### src/rtl/playlist_mcu.sv
// playlist_mcu: playback controller between the button one-pulsers and the
// song reader / note player. Produces the play enable, the selected song
// index, the end-of-song mode and a one-cycle player restart strobe.
module playlist_mcu #(
   parameter int NUM_SONGS = 4,
   parameter int SONG_W    = 2
) (
   input  logic              clk,
   input  logic              reset,
   input  logic              play_button,
   input  logic              next_button,
   input  logic              prev_button,
   input  logic              mode_button,
   input  logic              song_done,
   output logic              play,
   output logic              reset_player,
   output logic [SONG_W-1:0] song,
   output logic [1:0]        mode
);

   typedef enum logic {
      PAUSED  = 1'b0,
      PLAYING = 1'b1
   } state_t;

   localparam logic [1:0] MODE_STOP       = 2'd0;
   localparam logic [1:0] MODE_ADVANCE    = 2'd1;
   localparam logic [1:0] MODE_LOOP_ALL   = 2'd2;
   localparam logic [1:0] MODE_REPEAT_ONE = 2'd3;

   localparam logic [SONG_W-1:0] LAST_SONG = SONG_W'(NUM_SONGS - 1);

   state_t            r_state;
   logic [SONG_W-1:0] r_song;
   logic [1:0]        r_mode;
   logic              r_strobe;

   state_t            w_nextState;
   logic [SONG_W-1:0] w_nextSong;
   logic              w_nextStrobe;
   logic [SONG_W-1:0] w_songInc;
   logic [SONG_W-1:0] w_songDec;
   logic              w_doneActs;
   logic              w_stepActs;

   // Neighbouring song indices, wrapped by explicit compare so that song
   // counts that are not a power of two never reach an illegal index.
   always_comb begin
      w_songInc = (r_song == LAST_SONG) ? '0 : r_song + SONG_W'(1);
      w_songDec = (r_song == '0) ? LAST_SONG : r_song - SONG_W'(1);
   end

   // Next state, song and strobe: song_done beats a single next/prev,
   // which beats the play toggle; next and prev together cancel out.
   always_comb begin
      w_nextState  = r_state;
      w_nextSong   = r_song;
      w_nextStrobe = 1'b0;
      w_doneActs   = song_done && (r_state == PLAYING);
      w_stepActs   = next_button ^ prev_button;
      if (w_doneActs) begin
         w_nextStrobe = 1'b1;
         case (r_mode)
            MODE_STOP: begin
               w_nextState = PAUSED;
            end
            MODE_ADVANCE: begin
               if (r_song == LAST_SONG) begin
                  w_nextSong  = '0;
                  w_nextState = PAUSED;
               end else begin
                  w_nextSong = w_songInc;
               end
            end
            MODE_LOOP_ALL: begin
               w_nextSong = w_songInc;
            end
            MODE_REPEAT_ONE: begin
               w_nextSong = r_song;
            end
            default: begin
               w_nextState = PAUSED;
            end
         endcase
      end else if (w_stepActs) begin
         w_nextStrobe = 1'b1;
         w_nextSong   = next_button ? w_songInc : w_songDec;
      end else if (play_button) begin
         w_nextState = (r_state == PLAYING) ? PAUSED : PLAYING;
      end
   end

   // State, song and strobe registers; reset holds the player cleared.
   always_ff @(posedge clk) begin
      if (reset) begin
         r_state  <= PAUSED;
         r_song   <= '0;
         r_strobe <= 1'b1;
      end else begin
         r_state  <= w_nextState;
         r_song   <= w_nextSong;
         r_strobe <= w_nextStrobe;
      end
   end

   // Mode register cycles independently of the playback events; a new mode
   // only governs song_done on later edges because the case above reads r_mode.
   always_ff @(posedge clk) begin
      if (reset) begin
         r_mode <= MODE_STOP;
      end else if (mode_button) begin
         r_mode <= r_mode + 2'd1;
      end
   end

   assign play         = (r_state == PLAYING);
   assign reset_player = r_strobe;
   assign song         = r_song;
   assign mode         = r_mode;

endmodule

### config.mk
export PLATFORM = sky130hd
export DESIGN_NAME = playlist_mcu
export DESIGN_NICKNAME = d
export VERILOG_FILES = /design/src/rtl/playlist_mcu.sv
export SDC_FILE = /design/constraint.sdc
export NUM_CORES = 1
export LEC_CHECK = 0
export CAP_MARGIN = 20
export CELL_PAD_IN_SITES_DETAIL_PLACEMENT = 0
export CELL_PAD_IN_SITES_GLOBAL_PLACEMENT = 2
export CORE_UTILIZATION = 20
export DETAILED_ROUTE_END_ITERATION = 7
export PLACE_DENSITY = 0.64
export SKIP_CTS_REPAIR_TIMING = 1
export SYNTH_ARGS = -nofsm -noshare
export SYNTH_HDL_FRONTEND = slang
export SYNTH_SLANG_ARGS = --single-unit
### constraint.sdc
create_clock -name clk -period 1.15 [get_ports clk]
set_input_delay 0.115 -clock clk [delete_from_list [all_inputs] [get_ports clk]]
set_output_delay 0.115 -clock clk [all_outputs]
set_load 0.05 [all_outputs]
======== Word-level counts from Yosys, hierarchy flattened ========
Cells that the tools add are included.
word-level totals
  bits in registers ....................... 6
  input bits .............................. 7
  output and inout bits ................... 6
cells by class
  add/sub/neg operators ................... 3
  equal/unequal tests ..................... 7
  multiplexer cells ....................... 14
  bitwise logic cells ..................... 1
  reduce and logical (&&, ||, !) cells .... 8
operators with widths
  cell                   number
  $mux W2                6
  $mux W1                6
  $ne A3 B1 Y1 const B   2
  $add A2 B1 Y2 const B  2
  $eq A2 B2 Y1 const B   2
  $logic_not A2 Y1       2
  $pmux W2 S2            1
  $reduce_and A4 Y1      1
  $reduce_bool A2 Y1     2
  $ne A3 B3 Y1 const B   1
  $eq A2 B1 Y1 const B   1
  $ne A2 B2 Y1 const B   1
  $pmux W1 S2            1
  $reduce_and A2 Y1      1
  $reduce_or A2 Y1       1
  $sub A2 B1 Y2 const B  1
  $logic_and A1 B1 Y1    1
  $xor A1 B1 Y1          1

======== Depth between registers and ports, before layout ========
  depth after elaboration ................. 5
  gate-level depth with buffers ........... 6

======== Least setup slack after synthesis ========
No wires, ideal clock.
  kind .................................... flip-flop to flip-flop
  start ................................... reg r_mode[0], in the netlist mode[0]
  end ..................................... reg r_state, in the netlist play
  arrival ................................. 1.563 ns
  setup slack ............................. -0.483 ns
  stages on the path, launching flop included .. 6
  cells stage by stage .................... dfxtp_1 -> ha_1 -> mux2_2 -> a32oi_1 -> nand2_1 -> a21oi_1
on the way
  longest elaborated chain between the ends .. 3
ends and longest elaborated chain
  what                                                           RTL line  RTL
  start: declaration                                             35        logic [1:0] r_mode;
  start signal: assignment                                       112       r_mode <= r_mode + 2'd1;
  $eq A2 B1 Y1 or $logic_not A2 Y1 (tied branches)               63        case (r_mode)
  $ne A3 B1 Y1 (no source line), or another cell as far along    -
  $reduce_and A4 Y1 (no source line) or $mux W1 (tied branches)  -
  end signal: assignment                                         100       r_state <= w_nextState;
  end: declaration                                               33        state_t r_state;
Several ways; a longest one is shown, not always the timed one.
A chain may end at the register's enable or synchronous reset.

======== Worst setup path after layout ========
Same ends and word-level chain as after synthesis.

==> results.yml <==
status:
  status: "finished with violations"
  failed_checks: "negative setup slack"
setup_path:
  end_kind: "register"
  ff2ff_path_depth: 6
  critPathSlowestCell: "dfxtp_4"
  r2r_setup_slack_ns: -0.16
  cp_num_buf_inv: 1
  crit_required_ns: 1.31
  start_kind: "register"
  crit_arrival_ns: 1.47
  max_stage_delay_ns: 0.37
  reg2reg_to: "play$_SDFFE_PP0P_"
  crit_chain: "inv_2 -> ha_2 -> mux2_4 -> a32oi_1 -> nand2_1 -> a21oi_1"
  path_class: "register to register"
  path_delay_family: "flip-flops"
  cp_max_fo: 3
  reg2reg_from: "mode[0]$_SDFFE_PP0P_"
  startpoint: "mode[0]$_SDFFE_PP0P_"
power_and_ir_drop:
  p_int_mw: 0.587
  power.total_mw: 0.886
  p_leak_nw: 0.277
  switching_share_pct: 33.7
  power.density_nw_per_um2: 1310
  seq_power_share_pct: 29.2
  comb_power_share_pct: 47.3
  switchingPower_mw: 0.299
  p_clk_share_pct: 23.5
  vdd_drop_max_v: 0.000543
final_layout:
  drive_above_1_share_pct: 50.0
  fin_nets: 73
  final-seq-area_sq_um: 139
  syn_to_final_growth_pct: 92.9
  fillers: 160
  multiInputGateArea_sq_um: 250
  fin_util_pct: 43.0
  n_antenna_cell: 0
clock_tree:
  cts_buffers: 3
  cts_buffer_depth: 2
  root_buffer: "clkbuf_4"
  clk_pin_slew_worst_paths_ns: 0.05
  tritoncts: "yes"
  clk_latency_ns: 0.24
  cts_max_level: 1
  clock-sinks: 6
yosys:
  syn_area_sq_um: 352
  seq_area_frac_synth_pct: 34.2
  ys_warn_count: 0
  synth_fp_nets: 50
  avgSynthCellArea_sq_um: 9.25
  ys_seq_elements: 6
  synthCells: 38
  synth_cell_types: 16
sta:
  tightest_slew_ns: 0.257
  setup_viol: 3
  rsz0062_at_grt: "true"
  clock_skew_ns: 0.00705
  hold_ws_ns: 0.499
  finalCriticalPeriod_ns: 1.31
  report.final.slew_viol_count: 0
  max_freq_ghz: 0.765
  relSlewSlack_pct: 82.5
  hold_violations: 0
  finalCritPeriodShare_pct: 114
  setup_ws_ns: -0.156
floorplanning:
  core_area_sq_um: 1580
  ioPinCount: 13
  dieHeight_um: 43.9
  row_count: 14
  start_util_pct: 22.3
  die-area_sq_um: 1930
  dieWidth_um: 43.9
drt:
  first_iter_violations: 11
  wl_um: 834
  vias: 342
  vias_per_cell: 4.50
  wl_per_cell_um: 11.0
  drcViolationCount: 0
  dr.pass1.iters: 4
  postRouteAntennaNets: 0
global_route:
  grt_max_degree: 7
  grt_first_pass_wirelength_mm: 1.59
  gr-total-overflow: 0
  grt_pass1_vias: 376
  grt_antenna_before_repair: 0
  grtUsageTotal_pct: 11.4
worst_hold_path:
  min_path_cells: 3
  hold_path_startpoint: "play_button"
  hold_path_class: "input pin to register"
  min_to: "play$_SDFFE_PP0P_"
placed_design:
  port_buffers: 12
  detailed_place_hpwl_um: 735
  globalplace.congestion: 0.641
  place_worst_setup_slack_ns: -0.234
run:
  cap_violations: 0
[flip-flops by register name (all words and copies together) (netlist names)]
register	flops
mode	2
song	2
play	1
reset_player	1
[stage by stage]
stage | instance area [sq um] | TNS, ns | std cells
after floorplan | 395 | -0.283 | 38
after global placement | 641 | -0.491 | 72
after detailed placement | 641 | -0.628 | 72
after CTS | 667 | -0.378 | 76
after global routing | 678 | -0.561 | 76
final | 678 | -0.314 | 76
[cells in the mapped netlist]
| master | n | area share (%) |
|---|---|---|
| a21o_2 | 1 | 2.5 |
| nand2b_1 | 1 | 1.8 |
| mux2_2 | 1 | 3.2 |
| mux2i_1 | 1 | 2.8 |
| a21oi_1 | 3 | 4.3 |
| xnor2_1 | 3 | 7.5 |
| ha_1 | 5 | 18 |
| a211oi_1 | 1 | 2.1 |
| nand3_1 | 1 | 1.4 |
| inv_1 | 4 | 4.3 |
| nand3b_1 | 2 | 4.3 |
| nor2_1 | 4 | 4.3 |
| mux2i_2 | 1 | 3.9 |
| nand2_1 | 3 | 3.2 |
| dfxtp_1 | 6 | 34 |
| a32oi_1 | 1 | 2.5 |
[layer usage]
layer / global-route usage (%) / vias up / part of all wire (%)
met2: 19.4 / 13 / 50
li1: - / 174 / -
met4: 3.64 / 0 / 0
met5: 0 / - / 0
met1: 12.3 / 155 / 42
met3: 5.83 / 0 / 7.2
[tightest hold or removal path, cell delays in order]
cell	delay (ns)
clkdlybuf4s50_1	0.43
nand3b_1	0.09
a21oi_1	0.05
[cells by family (layout without fill, tap and decap cells)]
logic type      count (synthesis)  in the layout  synth area share [%]
compound gates                  6              6                  11.4
xor+xnor                        3              3                  7.47
fa+ha+maj                       5              5                  17.8
buf+inv                         4             26                  4.27
flops                           6              6                  34.2
mux                             3              3                  9.96
simple gates                   11             11                  14.9
[layout make-up]
cell class | instances | area share (%)
Clock buffer | 4 | 3.87
Multi-Input combinational cell | 28 | 36.9
Inverter | 4 | 2.58
Sequential cell | 6 | 20.5
Tap cell | 16 | 2.95
Timing Repair Buffer | 18 | 33.2
[worst max-delay path by stage]
stage / to / cells past startpoint / slack (ns)
CTS: play$_SDFFE_PP0P_ / 6 / -0.16
global route: play$_SDFFE_PP0P_ / 6 / -0.20
detailed placement: song[1]$_SDFFE_PP0P_ / 5 / -0.23
finish: play$_SDFFE_PP0P_ / 6 / -0.16
global placement: song[0]$_SDFFE_PP0P_ / 5 / -0.17
floorplan: play$_SDFFE_PP0P_ / 6 / -0.16
[cells in the final DEF (no fill, tap or decap), types with 2 or more instances in the layout]
cell and instances:
clkdlybuf4s50_1 6, buf_12 6, buf_4 6, dfxtp_4 5
xnor2_1 3, nand2_1 3, a21oi_1 3, nor2_1 3
clkbuf_4 3, inv_2 2, nand3b_1 2, ha_4 2
ha_1 2
[power groups by stage]
stage / registers (mW) / logic [mW] / clock network (mW)
after floorplan: 0.348 / 0.123 / 0
after global placement: 0.261 / 0.399 / 0
after detailed placement: 0.262 / 0.411 / 0
after CTS: 0.258 / 0.413 / 0.219
after global routing: 0.263 / 0.450 / 0.234
final: 0.259 / 0.419 / 0.208
(Power assumes the default switching activity.)
